`src/rtl/enemy_missile_dispatcher.sv`:
```
// ---------------------------------------------------------------------------
// enemy_missile_dispatcher
//
// Paces enemy missile launches for one attack wave. After wave_start, a
// frame-tick interval counter spaces the launches. Each launch takes the
// lowest free missile slot and a target index taken from target_sel. Once the
// last missile of the wave has been handed to the engine, the block waits
// until every slot has been released. It then pulses wave_done and returns to
// IDLE.
//
// Parameters
//   SPAWN_FRAMES  frame ticks between launches within a wave (1..255)
//   WAVE_SIZE     missiles per wave (1..31)
//
// Ports
//   clk            system clock; all state changes on its rising edge
//   rst_n          asynchronous active-low reset
//   target_sel     raw target index; sampled only while picking a launch
//   frame_tick     one-cycle pulse per video frame
//   wave_start     one-cycle pulse; starts a wave when idle, ignored otherwise
//   missile_dead   per-slot pulse; the missile in that slot has ended
//   launch_ready   missile engine accepts the pending launch
//   launch_valid   launch request pending
//   launch_slot    slot of the pending launch
//   launch_target  target (0..2) of the pending launch
//   busy           slot occupancy mask
//   missiles_left  launches still to be made in this wave
//   active         high whenever the dispatcher is not idle
//   wave_done      one-cycle pulse when the wave has fully completed
//
// Build option
//   DISPATCH_SKIP_REPEAT_EN  when defined, a pick that maps to the target of
//                            the previous launch is resampled on the next
//                            clock. Up to three resamples in a row are made.
//                            The fourth sample is always taken.
// ---------------------------------------------------------------------------
module enemy_missile_dispatcher #(
    parameter int SPAWN_FRAMES = 60,
    parameter int WAVE_SIZE    = 10
) (
    input  logic       clk,
    input  logic       rst_n,
    input  logic [2:0] target_sel,
    input  logic       frame_tick,
    input  logic       wave_start,
    input  logic [3:0] missile_dead,
    input  logic       launch_ready,
    output logic       launch_valid,
    output logic [1:0] launch_slot,
    output logic [1:0] launch_target,
    output logic [3:0] busy,
    output logic [4:0] missiles_left,
    output logic       active,
    output logic       wave_done
);

    localparam logic [7:0] SPAWN_RELOAD = 8'(SPAWN_FRAMES);
    localparam logic [4:0] WAVE_RELOAD  = 5'(WAVE_SIZE);

    typedef enum logic [2:0] {
        ST_IDLE   = 3'd0,
        ST_WAIT   = 3'd1,
        ST_PICK   = 3'd2,
        ST_LAUNCH = 3'd3,
        ST_DRAIN  = 3'd4
    } state_t;

    // Only three targets exist; out-of-range selector values fold onto the last one.
    function automatic logic [1:0] map_target(input logic [2:0] sel);
        if (sel > 3'd2) begin
            return 2'd2;
        end else begin
            return sel[1:0];
        end
    endfunction

    // Lowest-index clear bit of the occupancy mask (callers ensure one exists).
    function automatic logic [1:0] lowest_free(input logic [3:0] occ);
        if (!occ[0]) begin
            return 2'd0;
        end else if (!occ[1]) begin
            return 2'd1;
        end else if (!occ[2]) begin
            return 2'd2;
        end else begin
            return 2'd3;
        end
    endfunction

    function automatic logic [3:0] slot_mask(input logic [1:0] slot);
        return 4'b0001 << slot;
    endfunction

    state_t     state_r, state_s;
    logic [7:0] interval_r, interval_s;
    logic [4:0] left_r, left_s;
    logic [3:0] busy_r, busy_s;
    logic [1:0] slot_r, slot_s;
    logic [1:0] target_r, target_s;
    logic       valid_r;
    logic       active_r;
    logic       done_r, done_s;
    logic       handshake_s;
    logic [1:0] pick_target_s;
`ifdef DISPATCH_SKIP_REPEAT_EN
    logic [1:0] last_target_r, last_target_s;
    logic [1:0] repeat_cnt_r, repeat_cnt_s;
`endif

    // Next-state, counters and slot bookkeeping for the wave sequencer.
    always_comb begin
        state_s       = state_r;
        interval_s    = interval_r;
        left_s        = left_r;
        slot_s        = slot_r;
        target_s      = target_r;
        done_s        = 1'b0;
        handshake_s   = valid_r & launch_ready;
        pick_target_s = map_target(target_sel);
        // Releases apply in every state; a handshake below ORs its slot back in,
        // so a same-clock launch into a slot that is also being released keeps it busy.
        busy_s        = busy_r & ~missile_dead;
`ifdef DISPATCH_SKIP_REPEAT_EN
        last_target_s = last_target_r;
        repeat_cnt_s  = repeat_cnt_r;
`endif

        case (state_r)
            ST_IDLE: begin
                if (wave_start) begin
                    state_s    = ST_WAIT;
                    left_s     = WAVE_RELOAD;
                    interval_s = SPAWN_RELOAD;
                end else begin
                    state_s    = ST_IDLE;
                end
            end

            ST_WAIT: begin
                if (interval_r == 8'd0) begin
                    // The counter stays at zero until a slot frees up.
                    if (busy_r != 4'b1111) begin
                        state_s = ST_PICK;
                    end else begin
                        state_s = ST_WAIT;
                    end
                end else if (frame_tick) begin
                    interval_s = interval_r - 8'd1;
                end else begin
                    interval_s = interval_r;
                end
            end

            ST_PICK: begin
                slot_s   = lowest_free(busy_r);
                target_s = pick_target_s;
`ifdef DISPATCH_SKIP_REPEAT_EN
                if ((pick_target_s == last_target_r) && (repeat_cnt_r != 2'd3)) begin
                    state_s      = ST_PICK;
                    repeat_cnt_s = repeat_cnt_r + 2'd1;
                end else begin
                    state_s      = ST_LAUNCH;
                    repeat_cnt_s = 2'd0;
                end
`else
                state_s  = ST_LAUNCH;
`endif
            end

            ST_LAUNCH: begin
                if (handshake_s) begin
                    busy_s     = busy_s | slot_mask(slot_r);
                    left_s     = left_r - 5'd1;
                    interval_s = SPAWN_RELOAD;
`ifdef DISPATCH_SKIP_REPEAT_EN
                    last_target_s = target_r;
`endif
                    if (left_r <= 5'd1) begin
                        state_s = ST_DRAIN;
                    end else begin
                        state_s = ST_WAIT;
                    end
                end else begin
                    state_s = ST_LAUNCH;
                end
            end

            ST_DRAIN: begin
                if (busy_r == 4'b0000) begin
                    done_s  = 1'b1;
                    state_s = ST_IDLE;
                end else begin
                    state_s = ST_DRAIN;
                end
            end

            default: begin
                state_s = ST_IDLE;
            end
        endcase
    end

    // State and output registers; outputs are derived from next-state values so they are all flopped.
    always_ff @(posedge clk or negedge rst_n) begin
        if (!rst_n) begin
            state_r    <= ST_IDLE;
            interval_r <= 8'd0;
            left_r     <= 5'd0;
            busy_r     <= 4'b0000;
            slot_r     <= 2'd0;
            target_r   <= 2'd0;
            valid_r    <= 1'b0;
            active_r   <= 1'b0;
            done_r     <= 1'b0;
        end else begin
            state_r    <= state_s;
            interval_r <= interval_s;
            left_r     <= left_s;
            busy_r     <= busy_s;
            slot_r     <= slot_s;
            target_r   <= target_s;
            valid_r    <= (state_s == ST_LAUNCH);
            active_r   <= (state_s != ST_IDLE);
            done_r     <= done_s;
        end
    end

`ifdef DISPATCH_SKIP_REPEAT_EN
    // Repeat-avoidance history; 3 matches no real target, so the first launch is never resampled.
    always_ff @(posedge clk or negedge rst_n) begin
        if (!rst_n) begin
            last_target_r <= 2'd3;
            repeat_cnt_r  <= 2'd0;
        end else begin
            last_target_r <= last_target_s;
            repeat_cnt_r  <= repeat_cnt_s;
        end
    end
`endif

    assign launch_valid  = valid_r;
    assign launch_slot   = slot_r;
    assign launch_target = target_r;
    assign busy          = busy_r;
    assign missiles_left = left_r;
    assign active        = active_r;
    assign wave_done     = done_r;

endmodule
```
`config.mk`:
```
export PLATFORM = sky130hd
export DESIGN_NAME = enemy_missile_dispatcher
export DESIGN_NICKNAME = d
export VERILOG_FILES = /design/src/rtl/enemy_missile_dispatcher.sv
export SDC_FILE = /design/constraint.sdc
export NUM_CORES = 1
export LEC_CHECK = 0
export CELL_PAD_IN_SITES_DETAIL_PLACEMENT = 1
export CELL_PAD_IN_SITES_GLOBAL_PLACEMENT = 1
export CORE_MARGIN = 5
export CORE_UTILIZATION = 42
export CTS_CLUSTER_SIZE = 20
export DETAILED_ROUTE_END_ITERATION = 8
export PLACE_DENSITY_LB_ADDON = 0.1
export SLEW_MARGIN = 10
export SYNTH_ARGS = -nofsm -noshare
export SYNTH_HDL_FRONTEND = slang
export SYNTH_SLANG_ARGS = --single-unit
export TNS_END_PERCENT = 5
```
`constraint.sdc`:
```
create_clock -name clk -period 3.1 [get_ports clk]
set_input_delay 0.31 -clock clk [delete_from_list [all_inputs] [get_ports clk]]
set_output_delay 0.31 -clock clk [all_outputs]
set_load 0.01 [all_outputs]
```
==> results.md, run 1 <==
| Stage | Item | Reported |
| --- | --- | --- |
| synthesis | Number of distinct library cell variants in the gate-level netlist after synthesis | 40 |
| synthesis | Async set-reset flop share out of synthesis | 100.0% |
| clocking | Hold buffer count at cts | 0 |
| grt | Total congestion overflow after global routing | 0 |
| power and ir drop | Int Power | 0.7327 mW |
| setup path | Worst setup SP type | flop |
| clocking | Resize count post-CTS | 0 |
| power and ir drop | Worst VDD drop | 0.3451 mV |
| setup path | Setup crit end kind | flop |
| die | Starting density of the core | 43.57% |
| route | Post-route DRC violation count | 0 |
| setup path | Critical Path, Cell by Cell | inv_1 -> ha_1 -> nor4bb_2 -> a32oi_2 -> and4_1 -> mux2_4 |
| power and ir drop | Total Power Consumption | 1.224 mW |
| clocking | CTS Buffer Depth | 2 |
| clocking | Count of H-tree levels built during CTS | 1 |
| die | Total die area | 4738 sq um |
| setup path | Worst endpoint required time | 3330 ps |
| placed design | Cell area reported after detailed placement | 1755 sq um |
| grt | Initial antenna violation count | 0 |
| route | Initial DRC count | 59 |
| grt | Vias in the first global route | 1276 |
| synthesis | Main synth FF type | dfrtp_1 |
| route | Routed wire length | 3567 microns |
| clocking | Post CTS Setup Buffer Count | 0 |
| die | Area of the placeable core | 3337 sq um |
| clocking | Later-pin clock latency in the skew report | 330 ps |
| setup path | Worst stage delay on the critical path | 420 ps |
| synthesis | Number of warning messages in the yosys log | 0 |
| timing | RSZ-0062 raised after global routing | no |
| power and ir drop | Psw | 0.4910 mW |
| power and ir drop | Power share of the sequential group | 43.7% |
| route | Routed vias/inst | 5.338 |
| synthesis | Netlist Area Pre-Place | 1454 sq um |
| grt | GRT Total Usage | 17.64% |
| synthesis | Cell count after synthesis | 148 |
| route | Residual antenna-violating net count after detailed routing | 0 |
| synthesis | Synthesized netlist net count | 163 |
| run status | Status | complete, no violations |
| timing | Slew @ Worst Pin | 596.5 ps |
| route | Average wire length per cell after detail routing | 16.07 microns |
| setup path | Worst path buffer plus inverter count | 1 |
| setup path | Max stage delay cell, worst path | dfrtp_1 |
| die | Row Count | 21 |
| power and ir drop | Power share of the clock group | 12.9% |
| power and ir drop | Portion of total power attributed to combinational logic | 43.5% |
| die | Die Y-Extent | 68.84 microns |
| grt | Maximum number of pins on one net before global-route repair | 28 |
| clocking | Clock Pin Slew Worst Setup and Hold Paths | 160 ps |
| placed design | Gp weighted congestion | 0.7674 |
| synthesis | Sequential cell area fraction in the yosys report | 46.47% |
| die | Chip width | 68.84 microns |
| synthesis | Post-synthesis register bit count | 27 |
| timing | Setup_tns | 0 ps |
| timing | Final critical-path share of the clock period | 66.32% |
| setup path | Arrival time at the worst endpoint | 2280 ps |
| run | Reported max-cap violation count | 0 |
| die | IO Pins | 28 |
| clocking | TritonCTS clock tree | built |
| timing | Final count of negative-setup-slack endpoints | 0 |
| clocking | Number of sinks on the clock net | 27 |
| cells and area | Diodes inserted | 0 |
| synthesis | EDFF count, synth | 0 |
| grt | Global-route wire length before repair | 6161 microns |
| route | Vias post-DR | 1185 |
| cells and area | Fraction of final layout cells with drive strength greater than 1 | 10.23% |
| placed design | Placed wire-length estimate after detailed placement | 2809 microns |
| power and ir drop | Reported leakage power | 0.7552 nW |
| timing | Worst max-slew margin expressed relative to the limit | 60.11% |
| placed design | Count of buffers inserted at the top-level ports | 27 |
| power and ir drop | Cell Pwr Density | 686.8 nW/um^2 |
| timing | Final Hold Vio Count | 0 |
| clocking | CTS buffer count | 3 |
| timing | Worst-case clock skew | 14.98 ps |
| worst hold path | Class of the tightest hold or removal check | input pin to async pin |
| cells and area | Non-Filler Cell Area, Final | 1782 sq um |
| cells and area | Post-synthesis to final-layout area growth | 22.55% |
| timing | Highest attainable clock frequency | 486.4 MHz |
| timing | Max Transition Viols Final | 0 |
| synthesis | Mean area per synthesized cell | 9.824 sq um |
| route | DRT Pass-1 Iters | 4 |
| timing | Final Critical Period | 2056 ps |
| setup path | Critical path type | flop to flop |
| power and ir drop | Net switching fraction of the power | 40.13% |
| cells and area | Layout Nets | 192 |
| setup path | Crit-path max FO | 8 |
| setup path | CP top delay family | simple AND/OR/NAND/NOR gates |
| clocking | Library cell used as clock root buffer | clkbuf_4 |
## cell type report
class | count | area [sq um]
sequential | 27 | 675.6
inverter | 13 | 48.80
fill | 413 | 1555
multi-input combinational | 104 | 695.7
tap | 46 | 57.56
timing repair buffer | 28 | 277.8
clock buffer | 4 | 26.28
## worst reg2reg max path, delay by kind of cell, from the launching register on
kind,cells,cell delay [ps]
AOI/OAI and AO/OA,1,400
adders and majority gates,1,270
buffers and inverters,1,100
DFF,1,420
muxes,1,300
and+or+nand+nor,2,470
## power by group through the flow
stage,sequential [mW],combinational [mW],clock [mW]
finish,0.534,0.532,0.158
global route,0.548,0.598,0.175
CTS,0.533,0.542,0.164
detailed placement,0.541,0.539,0
global placement,0.538,0.506,0
floorplan,0.520,0.382,0
## cell usage in the layout, fill, tap and decap left out, drive strengths merged, types with 2 or more instances in the layout
master,netlist,layout
mux2i,2,2
nor2,14,14
a31o,3,3
a21oi,8,8
ha,3,3
o22ai,2,2
nor2b,3,3
dfrtp,27,27
clkbuf,0,4
nand2,11,11
nand3b,2,2
o21ai,11,11
and3,3,3
mux2,3,3
inv,13,13
nand2b,2,2
nand3,4,4
nor3,6,6
a21o,2,2
nand4,8,8
clkdlybuf4s50,0,27
o21bai,3,3
nor4,2,2
## registers in the layout, summed over array words and instances (netlist names)
register       flops
state_r            3
launch_slot        2
active             1
wave_done          1
missiles_left      5
interval_r         8
launch_target      2
busy               4
launch_valid       1
## stage by stage
| stage | util, % | setup slack [ps] | hold slack (ps) | std cells |
|---|---|---|---|---|
| after global routing | 53.39 | 902.8 | 352.7 | 222 |
| final | 53.39 | 1044 | 324.9 | 222 |
| after CTS | 53.39 | 1032 | 338.3 | 222 |
| after global placement | 52.61 | 1001 | 470.1 | 218 |
| after detailed placement | 52.61 | 928.6 | 469.9 | 218 |
| after floorplan | - | 1270 | 14.41 | 148 |
## metal layers
metal / GRT usage, % / vias up / share of wire (%)
met5: 0 / - / 0
met2: 31.11 / 20 / 50
met3: 2.917 / 7 / 3.4
met4: 6.083 / 0 / 2.0
li1: - / 587 / -
met1: 21.65 / 571 / 45
## synth_stat cells (2+ instances only)
cell | number | area, sq um
a21o_1 | 2 | 15.01
a21oi_1 | 7 | 35.03
a31o_2 | 3 | 26.28
and3_1 | 3 | 18.77
buf_4 | 3 | 22.52
dfrtp_1 | 27 | 675.7
ha_1 | 3 | 37.54
inv_1 | 13 | 48.80
mux2i_1 | 2 | 20.02
nand2_1 | 11 | 41.29
nand2b_1 | 2 | 12.51
nand3_1 | 4 | 20.02
nand3b_1 | 2 | 15.01
nand4_1 | 8 | 50.05
nor2_1 | 14 | 52.55
nor2b_1 | 3 | 18.77
nor3_1 | 6 | 30.03
o21ai_0 | 11 | 55.05
o21bai_1 | 2 | 15.01
o22ai_1 | 2 | 12.51
## path summary, 6_finish.rpt
check                            startpoint                to  slack (ps)  cells past startpoint
max                           interval_r[0]     interval_r[7]        1040                      6
min                                   rst_n           busy[3]         320                      2
max reg2reg                   interval_r[0]     interval_r[7]        1040                      6
min reg2reg                launch_target[1]  launch_target[1]         500                      2
max in group asynchronous             rst_n  launch_target[0]        2500                      2
min in group clk           launch_target[1]  launch_target[1]         500                      2
## cell families after synthesis
family | Yosys count | synth area share [%]
and+or+nand+nor | 61 | 23.67
DFF | 27 | 46.47
buffers and inverters | 17 | 5.680
muxes | 5 | 3.958
AOI/OAI and AO/OA | 35 | 17.64
adders and majority gates | 3 | 2.582
(Power assumes the default switching activity.)
==> run 2, diff against run 1 <==
- CORE_UTILIZATION: 42 -> 35
- clock period: 3.1 -> 1.7 ns (I/O delays scaled with it)
==> run 2 against run 1 <==
Effect of this change: sequential share of layout area decreased by 4.3 points; core utilization shrank 3.0 points; design area up 13%; final cell count is 12% higher.
==> results.md, run 2 (synthesized netlist as in run 1, its figures left out) <==
| Stage | Item | Reported | Delta |
| --- | --- | --- | --- |
| run status | Status | complete, no violations |  |
| setup path | Register-to-register setup slack | 30 ps | -1010 ps |
| placed design | Gp weighted congestion | 0.8759 | +14% |
| route | Post-route DRC violation count | 0 | unchanged |
| setup path | Arrival time at the worst endpoint | 1840 ps | -440 ps |
| timing | Final Hold Vio Count | 0 | unchanged |
| die | Die Y-Extent | 74.45 microns | +8.2% |
| clocking | TritonCTS clock tree | built |  |
| cells and area | Count of non-filler cells in the finished layout | 249 | +12% |
| timing | Highest attainable clock frequency | 598.5 MHz | +23% |
| die | Chip width | 74.45 microns | +8.2% |
| timing | Max Transition Viols Final | 0 | unchanged |
| power and ir drop | Power share of the clock group | 13.9% | +1.0 points |
| setup path | Crit-path max FO | 4 | -4 |
| route | Average wire length per cell after detail routing | 16.09 microns | +0.13% |
| setup path | Number of cells on the worst reg-to-reg path | 6 | unchanged |
| clocking | CTS buffer count | 3 | unchanged |
| route | Routed vias/inst | 5.245 | -1.7% |
| timing | Worst hold margin | 262.2 ps | -62.62 ps |
| grt | GRT Total Usage | 16.08% | -1.6 points |
| grt | Maximum number of pins on one net before global-route repair | 28 | unchanged |
| grt | Initial antenna violation count | 0 | unchanged |
| clocking | CTS Buffer Depth | 2 | unchanged |
| setup path | Capture instance of the worst register-to-register path | interval_r[7] |  |
| power and ir drop | Worst VDD drop | 0.5791 mV | +68% |
| power and ir drop | Portion of total power attributed to combinational logic | 50.9% | +7.4 points |
| setup path | Setup crit end kind | flop |  |
| grt | Vias in the first global route | 1439 | +13% |
| timing | Worst max-slew margin expressed relative to the limit | 76.21% | +16 points |
| timing | Slew @ Worst Pin | 356.8 ps | -239.7 ps |
| cells and area | Post-synthesis to final-layout area growth | 38.73% |  |
| die | Starting density of the core | 36.35% | -7.2 points |
| setup path | Worst endpoint required time | 1870 ps | -1460 ps |
| clocking | Library cell used as clock root buffer | clkbuf_8 |  |
| setup path | Max stage delay cell, worst path | dfrtp_1 |  |
| route | Residual antenna-violating net count after detailed routing | 0 | unchanged |
| placed design | Count of buffers inserted at the top-level ports | 27 | unchanged |
| clocking | Count of H-tree levels built during CTS | 1 | unchanged |
| cells and area | Leading cell types in the layout, fill and taps excluded | clkdlybuf4s50_1, dfrtp_1, buf_4, nor2_1 |  |
| die | Area of the placeable core | 4000 sq um | +20% |
| setup path | Critical Path, Cell by Cell | inv_2 -> ha_4 -> nor4bb_4 -> a32oi_2 -> and4_1 -> mux2_4 |  |
| timing | Final count of negative-setup-slack endpoints | 0 | unchanged |
| cells and area | Fraction of final layout cells with drive strength greater than 1 | 24.12% | +14 points |
| timing | RSZ-0062 raised after global routing | yes |  |
| timing | Final Critical Period | 1671 ps | -385.0 ps |
| cells and area | Leading cell type in the layout, fill and taps excluded | clkdlybuf4s50_1 |  |
| run | Reported max-cap violation count | 0 | unchanged |
| setup path | Critical path type | flop to flop |  |
| clocking | Later-pin clock latency in the skew report | 280 ps | -50 ps |
| route | Initial DRC count | 54 | -8.5% |
| timing | Worst-case clock skew | 4.122 ps | -10.86 ps |
| power and ir drop | Power share of the sequential group | 35.2% | -8.5 points |
| placed design | Placed wire-length estimate after detailed placement | 3034 microns | +8.0% |
| route | Routed wire length | 4006 microns | +12% |
| power and ir drop | Int Power | 1.696 mW | +130% |
| worst hold path | Class of the tightest hold or removal check | input pin to async pin |  |
| setup path | Reg-to-reg critical path startpoint | interval_r[0] |  |
| route | Vias post-DR | 1306 | +10% |
| setup path | Worst stage delay on the critical path | 380 ps | -40 ps |
| grt | Global-route wire length before repair | 6748 microns | +9.5% |
| power and ir drop | Reported leakage power | 0.8799 nW | +17% |
| route | DRT Pass-1 Iters | 4 | unchanged |
| die | Total die area | 5543 sq um | +17% |
| timing | Final critical-path share of the clock period | 98.28% | +32 points |
| cells and area | Layout Nets | 215 | +12% |
| placed design | Placed Cells | 242 | +11% |
| cells and area | Largest register by flop count | interval_r |  |
| die | IO Pins | 28 | unchanged |
| power and ir drop | Net switching fraction of the power | 37.50% | -2.6 points |
| power and ir drop | Cell Pwr Density | 1346 nW/um^2 | +96% |
| clocking | Number of sinks on the clock net | 27 | unchanged |
| cells and area | Diodes inserted | 0 | unchanged |
| power and ir drop | Psw | 1.018 mW | +110% |
| die | Row Count | 23 | +9.5% |
| cells and area | Flip-flop count of the largest register after layout | 8 | unchanged |
| clocking | Clock Pin Slew Worst Setup and Hold Paths | 90 ps | -70 ps |
| setup path | Worst setup SP type | flop |  |
| grt | Total congestion overflow after global routing | 0 | unchanged |
-- run 2: cell types whose count changed in the layout (fill, tap and decap cells not counted), sizes merged --
cell,previous run,this run
clkbuf,4,3
clkinv,0,1
buf,1,24
-- run 2: final cells by class --
class                           count  area (sq um)
Clock buffer                        3         41.29
Clock inverter                      1         5.005
Fill cell                         476          1983
Inverter                           13         48.80
Multi-Input combinational cell    104         730.7
Sequential cell                    27         678.2
Tap cell                           50         62.56
Timing Repair Buffer               51         450.4
-- run 2: worst max-delay path, delay by kind of cell (launching register included) --
| family | cells | cell delay (ps) |
|---|---|---|
| AOI/OAI and AO/OA | 1 | 260 |
| DFF | 1 | 380 |
| buffers and inverters | 1 | 60 |
| muxes | 1 | 300 |
| and+or+nand+nor | 2 | 400 |
| adders and majority gates | 1 | 150 |
-- run 2: timing repair --
item,CTS,global route
resized for setup,3,3
pin swaps,2,2
setup endpoints to repair,4,9
setup buffers,1,2
gates cloned,0,0
hold buffers,0,0
-- run 2: power by group through the flow --
stage          clock network, mW  logic [mW]  registers (mW)
5_1_grt                    0.433        1.51           0.979
3_3_place_gp                   0        1.24           0.949
4_1_cts                    0.396        1.34           0.953
6_report                   0.376        1.38           0.957
2_1_floorplan                  0       0.719           0.952
3_5_place_dp                   0        1.30           0.961
-- run 2: worst max-delay path by stage --
| stage | from | endpoint | slack [ps] | cells after the start |
|---|---|---|---|---|
| final | interval_r[0] | interval_r[7] | 30 | 6 |
| after global routing | interval_r[0] | interval_r[4] | -40 | 7 |
| after CTS | interval_r[0] | interval_r[7] | -4 | 6 |
| after detailed placement | launch_ready | interval_r[6] | -150 | 6 |
| after global placement | launch_ready | interval_r[6] | -50 | 6 |
| after floorplan | interval_r[1] | interval_r[7] | -40 | 6 |
-- run 2: layer usage --
layer / vias up / wire (microns) / GRT usage [%]
li1: 629 / - / -
met1: 649 / 1749 / 19.33
met2: 21 / 2021 / 28.29
met3: 7 / 137 / 2.297
met4: 0 / 98 / 7.312
met5: - / 0 / 0
-- run 2: through the flow --
stage / instance area (sq um) / TNS, ps / total power [mW] / setup WS, ps / utilization [%]
detailed placement: 1922 / -526.1 / 2.259 / -153.1 / 48.05
finish: 2017 / 0 / 2.714 / 29.26 / 50.42
global placement: 1922 / -84.94 / 2.193 / -52.87 / 48.05
floorplan: 1465 / -41.78 / 1.671 / -41.78 / -
global route: 2017 / -130.5 / 2.922 / -43.07 / 50.42
CTS: 1991 / -4.480 / 2.693 / -4.480 / 49.77
==> run 3, diff against run 2 <==
- CTS_CLUSTER_DIAMETER: unset -> 200
==> results of run 3 <==
The final DEF is identical to that of run 2; final timing and power are the same.
